===== src/rtl/pixel_pkg.sv =====
// Shared types and address helper for the pixel fetch block.
package pixel_pkg;

    localparam int BYTE_W = 8;

    typedef enum logic [2:0] {
        IDLE,
        ADDR,
        READ,
        DRAIN,
        OUT
    } state_t;

    // 32-bit arithmetic; callers truncate to their address width for modulo wrap.
    function automatic logic [31:0] calc_byte_addr(
        input logic [31:0] base,
        input logic [31:0] x,
        input logic [31:0] y,
        input logic [31:0] img_w,
        input logic [31:0] bpp
    );
        return base + (y * img_w + x) * bpp;
    endfunction

endpackage


===== src/rtl/pixel_addr_calc.sv =====
// Latches a request's coordinates and base, then bounds-checks (or clamps when
// PIXEL_FETCH_CLAMP_EN is defined) and forms the first byte address of the pixel.
module pixel_addr_calc
    import pixel_pkg::*;
#(
    parameter int ADDR_W = 20,
    parameter int IMG_W  = 900,
    parameter int IMG_H  = 300,
    parameter int BPP    = 3,
    parameter int X_W    = $clog2(IMG_W),
    parameter int Y_W    = $clog2(IMG_H)
) (
    input  logic              clk,
    input  logic              rst_n,
    input  logic              load,
    input  logic [X_W-1:0]    x,
    input  logic [Y_W-1:0]    y,
    input  logic [ADDR_W-1:0] base,
    output logic              in_bounds,
    output logic [ADDR_W-1:0] addr
);

    logic [X_W-1:0]    x_reg;
    logic [Y_W-1:0]    y_reg;
    logic [ADDR_W-1:0] base_reg;
    logic [X_W-1:0]    x_eff;
    logic [Y_W-1:0]    y_eff;

    always_ff @(posedge clk or negedge rst_n) begin
        if (!rst_n) begin
            x_reg    <= '0;
            y_reg    <= '0;
            base_reg <= '0;
        end else if (load) begin
            x_reg    <= x;
            y_reg    <= y;
            base_reg <= base;
        end
    end

    // Compare in 32 bits so a power-of-two dimension does not alias to zero.
    always_comb begin
        x_eff = x_reg;
        y_eff = y_reg;
`ifdef PIXEL_FETCH_CLAMP_EN
        in_bounds = 1'b1;
        if (32'(x_reg) >= 32'(IMG_W)) x_eff = X_W'(IMG_W - 1);
        if (32'(y_reg) >= 32'(IMG_H)) y_eff = Y_W'(IMG_H - 1);
`else
        in_bounds = (32'(x_reg) < 32'(IMG_W)) && (32'(y_reg) < 32'(IMG_H));
`endif
        addr = ADDR_W'(calc_byte_addr(32'(base_reg), 32'(x_eff), 32'(y_eff),
                                      32'(IMG_W), 32'(BPP)));
    end

endmodule


===== src/rtl/pixel_fetch.sv =====
// Fetches one BPP-byte pixel at (x, y) from a byte-wide memory with one-cycle read latency.
// Define PIXEL_FETCH_CLAMP_EN to clamp out-of-range coordinates instead of flagging pix_err.
module pixel_fetch
    import pixel_pkg::*;
#(
    parameter int ADDR_W = 20,
    parameter int IMG_W  = 900,
    parameter int IMG_H  = 300,
    parameter int BPP    = 3,
    parameter int X_W    = $clog2(IMG_W),
    parameter int Y_W    = $clog2(IMG_H)
) (
    input  logic                  clk,
    input  logic                  rst_n,
    input  logic                  req_valid,
    output logic                  req_ready,
    input  logic [X_W-1:0]        req_x,
    input  logic [Y_W-1:0]        req_y,
    input  logic [ADDR_W-1:0]     base_addr,
    output logic                  mem_rd_en,
    output logic [ADDR_W-1:0]     mem_addr,
    input  logic [BYTE_W-1:0]     mem_rd_data,
    output logic                  pix_valid,
    input  logic                  pix_ready,
    output logic [BYTE_W*BPP-1:0] pix_data,
    output logic                  pix_err
);

    if (BPP < 1 || BPP > 4) begin : g_bpp_chk
        $error("pixel_fetch: BPP must be within 1..4");
    end
    if (ADDR_W > 32) begin : g_aw_chk
        $error("pixel_fetch: ADDR_W must not exceed 32");
    end
    if (longint'(IMG_W) * longint'(IMG_H) * longint'(BPP) > (longint'(1) << ADDR_W)) begin : g_size_chk
        $error("pixel_fetch: image does not fit in the address space");
    end

    state_t              state_reg, state_next;
    logic                accept;
    logic                in_bounds;
    logic [ADDR_W-1:0]   calc_addr;
    logic [ADDR_W-1:0]   mem_addr_reg;
    logic [1:0]          rd_cnt_reg;
    logic [1:0]          cap_idx_reg;
    logic                rd_pend_reg;
    logic [BYTE_W-1:0]   lane_reg [BPP];

    assign accept   = req_valid && (state_reg == IDLE);
    assign mem_addr = mem_addr_reg;

    pixel_addr_calc #(
        .ADDR_W (ADDR_W),
        .IMG_W  (IMG_W),
        .IMG_H  (IMG_H),
        .BPP    (BPP),
        .X_W    (X_W),
        .Y_W    (Y_W)
    ) u_addr_calc (
        .clk       (clk),
        .rst_n     (rst_n),
        .load      (accept),
        .x         (req_x),
        .y         (req_y),
        .base      (base_addr),
        .in_bounds (in_bounds),
        .addr      (calc_addr)
    );

    always_ff @(posedge clk or negedge rst_n) begin
        if (!rst_n) state_reg <= IDLE;
        else        state_reg <= state_next;
    end

    always_comb begin
        state_next = state_reg;
        req_ready  = 1'b0;
        mem_rd_en  = 1'b0;
        pix_valid  = 1'b0;
        case (state_reg)
            IDLE: begin
                req_ready = 1'b1;
                if (req_valid) state_next = ADDR;
            end
            ADDR:  state_next = in_bounds ? READ : OUT;
            READ: begin
                mem_rd_en = 1'b1;
                if (rd_cnt_reg == 2'(BPP - 1)) state_next = DRAIN;
            end
            DRAIN: state_next = OUT;
            OUT: begin
                pix_valid = 1'b1;
                if (pix_ready) state_next = IDLE;
            end
            default: state_next = IDLE;
        endcase
    end

    // rd_pend_reg marks the cycle in which mem_rd_data carries a requested byte.
    always_ff @(posedge clk or negedge rst_n) begin
        if (!rst_n) begin
            mem_addr_reg <= '0;
            rd_cnt_reg   <= '0;
            cap_idx_reg  <= '0;
            rd_pend_reg  <= 1'b0;
        end else begin
            rd_pend_reg <= mem_rd_en;
            if (state_reg == ADDR) begin
                mem_addr_reg <= calc_addr;
                rd_cnt_reg   <= '0;
            end else if (state_reg == READ) begin
                mem_addr_reg <= mem_addr_reg + ADDR_W'(1);
                rd_cnt_reg   <= rd_cnt_reg + 2'd1;
            end
            if (accept)           cap_idx_reg <= '0;
            else if (rd_pend_reg) cap_idx_reg <= cap_idx_reg + 2'd1;
        end
    end

    for (genvar gi = 0; gi < BPP; gi++) begin : g_lane
        always_ff @(posedge clk or negedge rst_n) begin
            if (!rst_n)                                     lane_reg[gi] <= '0;
            else if (accept)                                lane_reg[gi] <= '0;
            else if (rd_pend_reg && cap_idx_reg == 2'(gi))  lane_reg[gi] <= mem_rd_data;
        end
        assign pix_data[BYTE_W*gi +: BYTE_W] = lane_reg[gi];
    end

`ifdef PIXEL_FETCH_CLAMP_EN
    assign pix_err = 1'b0;
`else
    logic pix_err_reg;

    always_ff @(posedge clk or negedge rst_n) begin
        if (!rst_n)                                pix_err_reg <= 1'b0;
        else if (accept)                           pix_err_reg <= 1'b0;
        else if (state_reg == ADDR && !in_bounds)  pix_err_reg <= 1'b1;
    end

    assign pix_err = pix_err_reg;
`endif

endmodule


===== config.mk =====
export PLATFORM = sky130hd
export DESIGN_NAME = pixel_fetch
export DESIGN_NICKNAME = d
export VERILOG_FILES = /design/src/rtl/pixel_pkg.sv /design/src/rtl/pixel_addr_calc.sv /design/src/rtl/pixel_fetch.sv
export SDC_FILE = /design/constraint.sdc
export NUM_CORES = 1
export LEC_CHECK = 0
export CAP_MARGIN = 20
export CORE_ASPECT_RATIO = 0.5
export CORE_MARGIN = 5
export CORE_UTILIZATION = 55
export CTS_CLUSTER_DIAMETER = 40
export DETAILED_ROUTE_END_ITERATION = 8
export PLACE_DENSITY_LB_ADDON = 0.1
export SYNTH_ARGS = -nofsm -noshare
export SYNTH_HDL_FRONTEND = slang
export SYNTH_SLANG_ARGS = --single-unit

===== constraint.sdc =====
create_clock -name clk -period 7.4 [get_ports clk]
set_input_delay 0.74 -clock clk [delete_from_list [all_inputs] [get_ports clk]]
set_output_delay 0.74 -clock clk [all_outputs]
set_load 0.02 [all_outputs]

==> report_table.html <==
<table>
<tr><th>Metric</th><th>Value</th></tr>
<tr><th colspan="2">Clock network</th></tr>
<tr><td>Number of sinks on the clock net</td><td>92</td></tr>
<tr><td>Clock slew seen by the registers of the worst setup and hold paths</td><td>70 ps</td></tr>
<tr><td>Number of hold-repair buffers added at the cts stage</td><td>0</td></tr>
<tr><td>Later-pin clock latency in the skew report</td><td>350 ps</td></tr>
<tr><td>Root cell of the clock tree</td><td>clkbuf_16</td></tr>
<tr><td>Number of CTS-inserted buffers</td><td>9</td></tr>
<tr><td>Number of instances resized during post-cts repair</td><td>0</td></tr>
<tr><td>H-tree depth</td><td>3</td></tr>
<tr><td>TritonCTS clock tree</td><td>done</td></tr>
<tr><td>Clock tree buffer depth</td><td>2</td></tr>
<tr><td>Buffers inserted by post-CTS timing repair</td><td>0</td></tr>
<tr><th colspan="2">Job</th></tr>
<tr><td>Max-cap violation count</td><td>0</td></tr>
<tr><th colspan="2">STA</th></tr>
<tr><td>Clk_skew</td><td>7.77 ps</td></tr>
<tr><td>Fmax achieved</td><td>~0.16 GHz</td></tr>
<tr><td>Count of final setup violators</td><td>0</td></tr>
<tr><td>Minimum clock period</td><td>6100 ps</td></tr>
<tr><td>Final count of hold timing violations</td><td>0</td></tr>
<tr><td>Max transition margin</td><td>between 40% and 50%</td></tr>
<tr><td>Pins Over Slew Limit</td><td>0</td></tr>
<tr><td>Post-route fraction of the period consumed by the critical path</td><td>82.4%</td></tr>
<tr><td>Transition time at the pin with the least slew margin</td><td>around 880 ps</td></tr>
<tr><td>Aggregate negative setup slack</td><td>0 ps</td></tr>
<tr><td>RSZ-0062 raised after global routing</td><td>no</td></tr>
<tr><td>PnR worst setup slack</td><td>1300 ps</td></tr>
<tr><th colspan="2">Cells and area</th></tr>
<tr><td>Post-route standard cell area excluding fillers</td><td>between 8000 and 9000 sq um</td></tr>
<tr><td>P&amp;R area growth vs syn</td><td>20.9%</td></tr>
<tr><td>Register cell area after layout</td><td>between 2000 and 2500 sq um</td></tr>
<tr><td>Number of flip-flops under the largest register name</td><td>24</td></tr>
<tr><td>Non-filler cells in the finished layout</td><td>955</td></tr>
<tr><td>Area of the multi-input gates</td><td>about 4300 sq um</td></tr>
<tr><td>Number of nets in the layout</td><td>941</td></tr>
<tr><td>Number of antenna diodes</td><td>0</td></tr>
<tr><td>Share of post-route cells with drive strength above 1</td><td>~9%</td></tr>
<tr><td>Number of filler cells placed in the layout</td><td>between 900 and 1000</td></tr>
<tr><th colspan="2">Synthesis</th></tr>
<tr><td>Largest area contributor in the netlist</td><td>dfrtp_1</td></tr>
<tr><td>Unique masters post-synth</td><td>61</td></tr>
<tr><td>Share of flip-flops with an asynchronous set or reset after synthesis</td><td>100%</td></tr>
<tr><td>Syn avg cell area</td><td>between 9 and 10 sq um</td></tr>
<tr><td>Sequential area share after synthesis</td><td>around a third</td></tr>
<tr><td>Top post-synthesis cells by count</td><td>dfrtp_1, ha_1, nand2_1, a21oi_1, nand3_1</td></tr>
<tr><td>Cell Area, Synth</td><td>about 6800 sq um</td></tr>
<tr><td>Share of the synthesized area in the top cell type</td><td>33.8%</td></tr>
<tr><td>Number of enable flip-flop cells after synthesis</td><td>0</td></tr>
<tr><td>Area contributors post-synth</td><td>dfrtp_1, ha_1, fa_1</td></tr>
<tr><td>Total of flip-flops plus latches after synthesis</td><td>92</td></tr>
<tr><td>Number of nets produced by synthesis</td><td>between 800 and 900</td></tr>
<tr><td>Total number of yosys warnings</td><td>0</td></tr>
<tr><td>Cell with the most instances after synthesis</td><td>dfrtp_1</td></tr>
<tr><td>Number of cells produced by synthesis</td><td>695</td></tr>
<tr><td>Main synth FF type</td><td>dfrtp_1</td></tr>
<tr><th colspan="2">Floorplanning</th></tr>
<tr><td>DIE AREA</td><td>14800 sq um</td></tr>
<tr><td>Number of placement rows</td><td>28</td></tr>
<tr><td>Starting utilization of the core area</td><td>a little under three fifths</td></tr>
<tr><td>Number of ports placed on the die boundary</td><td>slightly below 100</td></tr>
<tr><td>Floorplan core area</td><td>11900 sq um</td></tr>
<tr><td>Die boundary height</td><td>between 80 and 90 um</td></tr>
<tr><td>DIE WIDTH</td><td>167 um</td></tr>
<tr><th colspan="2">Setup path</th></tr>
<tr><td>Setup slack on the worst flop-to-flop path</td><td>~1300 ps</td></tr>
<tr><td>Critical R2R Launch</td><td>u_addr_calc.y_eff[1]</td></tr>
<tr><td>Required time at the worst-slack endpoint</td><td>~7700 ps</td></tr>
<tr><td>Worst Path Class, Setup</td><td>flip-flop to flip-flop</td></tr>
<tr><td>Crit path DAT</td><td>about 6400 ps</td></tr>
<tr><td>Largest fanout on the critical path</td><td>5</td></tr>
<tr><td>Nature of the critical path startpoint</td><td>flip-flop</td></tr>
<tr><td>Startpoint of the worst setup timing path</td><td>u_addr_calc.y_eff[1]</td></tr>
<tr><td>End of the worst register-to-register path</td><td>mem_addr[19]</td></tr>
<tr><td>Worst r2r path cells</td><td>22</td></tr>
<tr><td>Nature of the critical path endpoint</td><td>flip-flop</td></tr>
<tr><th colspan="2">Drt</th></tr>
<tr><td>Residual DRC</td><td>0</td></tr>
<tr><td>Detailed-router iteration count before antenna repair</td><td>5</td></tr>
<tr><td>Starting DRT DRC Count</td><td>around 430</td></tr>
<tr><td>WL final</td><td>about 15000 um</td></tr>
<tr><td>Post-detailed-route count of antenna-violating nets</td><td>0</td></tr>
<tr><td>Avg Vias per Cell</td><td>5.63</td></tr>
<tr><td>Average wire per standard cell</td><td>between 15 and 20 um</td></tr>
<tr><td>Vias post-DR</td><td>5372</td></tr>
<tr><th colspan="2">GRT</th></tr>
<tr><td>Maximum number of pins on one net before global-route repair</td><td>57</td></tr>
<tr><td>Antenna violations before repair</td><td>0</td></tr>
<tr><td>Grt ovf</td><td>0</td></tr>
<tr><td>Via count of the first global-routing pass</td><td>approximately 5200</td></tr>
<tr><td>Global Route Usage Sum</td><td>21.3%</td></tr>
<tr><td>First-pass GRT wire length</td><td>about 26000 um</td></tr>
<tr><th colspan="2">Place</th></tr>
<tr><td>Post-place instance area</td><td>slightly below 8000 sq um</td></tr>
<tr><td>RD Place Congestion</td><td>just over 0.8</td></tr>
<tr><td>Post-detailed-placement half-perimeter wirelength</td><td>11600 um</td></tr>
<tr><td>Placed insts</td><td>939</td></tr>
<tr><td>Count of input and output buffers</td><td>98</td></tr>
<tr><td>Worst slack at placement</td><td>between 1000 and 1500 ps</td></tr>
<tr><th colspan="2">Status</th></tr>
<tr><td>Run status</td><td>finished, final reports clean</td></tr>
<tr><th colspan="2">Hold path</th></tr>
<tr><td>Hold Path Class</td><td>input port to asynchronous set/reset pin</td></tr>
</table>
## cell families (layout without fill, tap and decap cells)
logic type | after synthesis | after routing | share of synthesized area [%]
compound gates | 155 | 155 | 14.5
xor+xnor | 44 | 44 | 5.98
fa+ha+maj | 105 | 105 | 22.4
buf+inv | 64 | 159 | 3.61
flops | 92 | 92 | 33.8
mux | 32 | 32 | 5.26
simple gates | 203 | 203 | 14.4
## cell type report
| cell class | count | share of cell area [%] |
|---|---|---|
| clock inverter | 6 | 0.700 |
| clock buffer | 10 | 2.91 |
| multi-input combinational | 539 | 51.8 |
| timing repair buffer | 101 | 12.2 |
| sequential | 92 | 28.0 |
| inverter | 42 | 1.92 |
| tap | 165 | 2.51 |
## critical path, stage by stage (launching register included)
cell and delay, ps:
dfrtp_1 480, inv_1 120, fa_1 540, inv_1 40, ha_1 300, fa_1 460, ha_1 330, ha_1 300
a21oi_1 360, o21bai_1 150, xor2_1 250, and3_1 280, nand2_1 130, xor2_1 280, inv_1 100, fa_1 460
ha_1 240, or3_1 330, o2111ai_1 230, a21oi_1 120, o21ai_0 150, and3b_1 190, nor3_1 150
## layout by cell type, fill, tap and decap left out, types with 3 or more instances in the layout
master	count
mux2_2	30
nor3_1	10
and3_1	9
o31a_1	3
clkbuf_16	9
a31oi_1	3
a21o_1	10
nor2_1	36
o211ai_1	3
clkdlybuf4s50_1	97
xnor2_1	25
nand4_1	3
nand2_1	68
nand3_1	43
inv_1	42
or2_2	5
o2111ai_1	4
o21bai_1	6
a211oi_1	8
nor2b_1	3
fa_1	28
ha_1	77
dfrtp_1	92
or3_1	6
o22ai_1	3
nand2b_1	4
xor2_1	17
a21oi_1	52
o21ai_0	40
o21a_1	7
buf_4	4
## routing by layer
layer | track usage, % | part of all wire (%)
met4 | 4.34 | 0.71
met1 | 29.6 | 48
met5 | 0 | 0
met2 | 35.5 | 46
met3 | 4.42 | 4.9
## through the flow
stage          util (%)  hold slack [ps]
2_1_floorplan         -              444
3_3_place_gp       66.4              470
3_5_place_dp       66.4              487
4_1_cts            68.8              358
5_1_grt            68.8              377
6_report           68.8              341
## worst max-delay path by stage
stage / end / slack (ps) / cells past startpoint
after floorplan: mem_addr[19] / 1860 / 23
after global placement: mem_addr[19] / 1590 / 23
after detailed placement: mem_addr[19] / 1400 / 23
after CTS: mem_addr[19] / 1300 / 22
after global routing: mem_addr[19] / 900 / 22
final: mem_addr[19] / 1300 / 22
Power is left out: the tool's default activity adds up to more than one toggle a clock period on the data nets, which glitch-free logic cannot reach.
==> variant, RTL diff (config.mk and constraints unchanged) <==
Make the reset (`rst_n`) synchronous in 5 clocked blocks.
--- a/src/rtl/pixel_addr_calc.sv
+++ b/src/rtl/pixel_addr_calc.sv
@@ -27,5 +27,5 @@
     logic [Y_W-1:0]    y_eff;
 
-    always_ff @(posedge clk or negedge rst_n) begin
+    always_ff @(posedge clk) begin
         if (!rst_n) begin
             x_reg    <= '0;
--- a/src/rtl/pixel_fetch.sv
+++ b/src/rtl/pixel_fetch.sv
@@ -68,5 +68,5 @@
     );
 
-    always_ff @(posedge clk or negedge rst_n) begin
+    always_ff @(posedge clk) begin
         if (!rst_n) state_reg <= IDLE;
         else        state_reg <= state_next;
@@ -98,5 +98,5 @@
 
     // rd_pend_reg marks the cycle in which mem_rd_data carries a requested byte.
-    always_ff @(posedge clk or negedge rst_n) begin
+    always_ff @(posedge clk) begin
         if (!rst_n) begin
             mem_addr_reg <= '0;
@@ -119,5 +119,5 @@
 
     for (genvar gi = 0; gi < BPP; gi++) begin : g_lane
-        always_ff @(posedge clk or negedge rst_n) begin
+        always_ff @(posedge clk) begin
             if (!rst_n)                                     lane_reg[gi] <= '0;
             else if (accept)                                lane_reg[gi] <= '0;
@@ -132,5 +132,5 @@
     logic pix_err_reg;
 
-    always_ff @(posedge clk or negedge rst_n) begin
+    always_ff @(posedge clk) begin
         if (!rst_n)                                pix_err_reg <= 1'b0;
         else if (accept)                           pix_err_reg <= 1'b0;
Function: differs if rst_n is asserted again (counterexample within 4 cycles, from zero or initial values and one cycle with rst_n low); with rst_n held inactive, the same outputs for 4 cycles.
==> variant against the unedited design <==
  * Global-route usage hardly changed
  * Critical path depth is 1 higher
  * Synthesized cell count is 8.1% higher
  * Sequential cell count stayed put
  * Design area hardly changed
  * Area after synthesis is 0.37% higher
  * Largest cell class unchanged
  * Setup slack worse by 0.30 ns
  * Wire length is 0.80% higher
  * Non-clock buffer count is 2 higher
Power is left out: it rests on default switching activity, and per cell area and clock period it moved more than threefold.
==> variant: results (changes against the unedited design) <==
metric	value	unit	change
GR Layer Usage met2	0.357		was 0.355
DR vias	5560		was 5372
number of filler cells placed in the layout	955		was 981
met1 track utilization from global routing	0.297		was 0.296
depth of the worst register-to-register path	23		was 22
run status	completed		unchanged
sequential share of the synthesized area	0.305		was 0.338
GR Util met3	0.0388		was 0.0442
share of synthesized flip-flops with an asynchronous set or reset	0		was 1.00
largest net degree at the start of global routing	42		was 57
tightest slew margin relative to the limit	0.616		was 0.415
Initial DRT Pass Iterations	4		was 5
count of cell types in the netlist	75		was 61
skew final	0.00684	ns	was 0.00777 ns
total nets after synthesis	907		was 851
total global-route track usage	0.214		was 0.213
Iteration-0 DRC Markers	308		was 434
synth top area cells	sky130_fd_sc_hd__dfxtp_1 20%, sky130_fd_sc_hd__ha_1 14%, sky130_fd_sc_hd__edfxtp_1 11%, sky130_fd_sc_hd__fa_1 8.2%, sky130_fd_sc_hd__nand2_1 6.4%		was sky130_fd_sc_hd__dfrtp_1 34%, sky130_fd_sc_hd__ha_1 14%, sky130_fd_sc_hd__fa_1 8.2%, sky130_fd_sc_hd__mux2_2 5.0%, sky130_fd_sc_hd__a21oi_1 3.8%
count of port buffers added during placement	98		unchanged
Crit path arrival time	6.61	ns	was 6.36 ns
Post-synth EDFFs	24		was 0
post-detailed-route wirelength per cell	15.2	um	was 15.9 um
vias in the first global route	5321		was 5238
prevailing post-synth register cell	sky130_fd_sc_hd__dfxtp_1		was sky130_fd_sc_hd__dfrtp_1
wire length of the first global-routing pass	26.1	mm	was 25.7 mm
Post-DP HPWL	12.0	mm	was 11.6 mm
worst-case register-to-register setup slack	1.01	ns	was 1.30 ns
Reg2Reg Capture Point	mem_addr[19]$_SDFFE_PN0P_		was mem_addr[19]$_DFFE_PN0P_
worst reg2reg startpoint	u_addr_calc.y_eff[1]$_SDFFE_PN0P_		was u_addr_calc.y_eff[1]$_DFFE_PN0P_
-- variant: changes by cell type in the layout (fill, tap and decap cells not counted), sizes merged, moves of 5 or more --
| cell | delta |
|---|---|
| a21boi | +24 |
| a2111oi | +5 |
| and2 | +22 |
| o21ai | -15 |
| xnor2 | +6 |
| dfxtp | +68 |
| nor2 | +7 |
| nand3 | -30 |
| edfxtp | +24 |
| mux2 | -30 |
| dfrtp | -92 |
| nor3b | +5 |
| nand2 | +49 |
-- variant: layout make-up --
class | count | area, um^2 | area share
Clock buffer | 9 | 225 | 0.0274
Timing Repair Buffer | 103 | 1020 | 0.124
Sequential cell | 92 | 2080 | 0.253
Inverter | 41 | 154 | 0.0187
Tap cell | 165 | 206 | 0.0251
Multi-Input combinational cell | 591 | 4490 | 0.545
Clock inverter | 7 | 56.3 | 0.00684
-- variant: worst register-to-register path, delay by kind of cell, from the launching register on --
family                     cells  cell delay [ns]
AOI/OAI and AO/OA              5             1.24
xor gates and xnor gates       3             0.65
adders and majority gates      7             2.68
buffers and inverters          4             0.29
DFF                            1             0.48
and+or+nand+nor                4             0.92
-- variant: worst max-delay path by stage --
stage                                       from                        end  slack (ns)  cells after the start
2_1_floorplan  u_addr_calc.y_eff[1]$_SDFFE_PN0P_  mem_addr[19]$_SDFFE_PN0P_        1.55                     23
3_3_place_gp   u_addr_calc.y_eff[1]$_SDFFE_PN0P_  mem_addr[19]$_SDFFE_PN0P_        1.27                     23
3_5_place_dp   u_addr_calc.y_eff[1]$_SDFFE_PN0P_  mem_addr[19]$_SDFFE_PN0P_        1.10                     23
4_1_cts        u_addr_calc.y_eff[1]$_SDFFE_PN0P_  mem_addr[19]$_SDFFE_PN0P_        1.03                     23
5_1_grt        u_addr_calc.y_eff[1]$_SDFFE_PN0P_  mem_addr[19]$_SDFFE_PN0P_        0.48                     23
6_report       u_addr_calc.y_eff[1]$_SDFFE_PN0P_  mem_addr[19]$_SDFFE_PN0P_        1.01                     23
-- variant: metal layers --
layer / part of all wire / up-vias
met3: 0.056 / 14
met4: 0.0093 / 0
met5: 0 / -
met1: 0.50 / 2609
met2: 0.44 / 148
li1: - / 2789
-- variant: stage by stage --
stage               instance area (um^2)  setup WS, ns  hold slack [ns]  cells
floorplan                           6830          1.55            0.436    751
global placement                    7950          1.27            0.448    992
detailed placement                  7950          1.10            0.452    992
CTS                                 8230          1.03            0.461   1008
global route                        8230         0.481            0.474   1008
finish                              8230          1.01            0.460   1008
-- variant: cells by family (layout without fill, tap and decap cells) --
logic type | count (synthesis) | count (layout) | synth area share
mux | 4 | 4 | 0.00587
simple gates | 266 | 266 | 0.187
buf+inv | 68 | 160 | 0.0387
flops | 92 | 92 | 0.305
fa+ha+maj | 105 | 105 | 0.223
xor+xnor | 48 | 48 | 0.0643
compound gates | 168 | 168 | 0.176
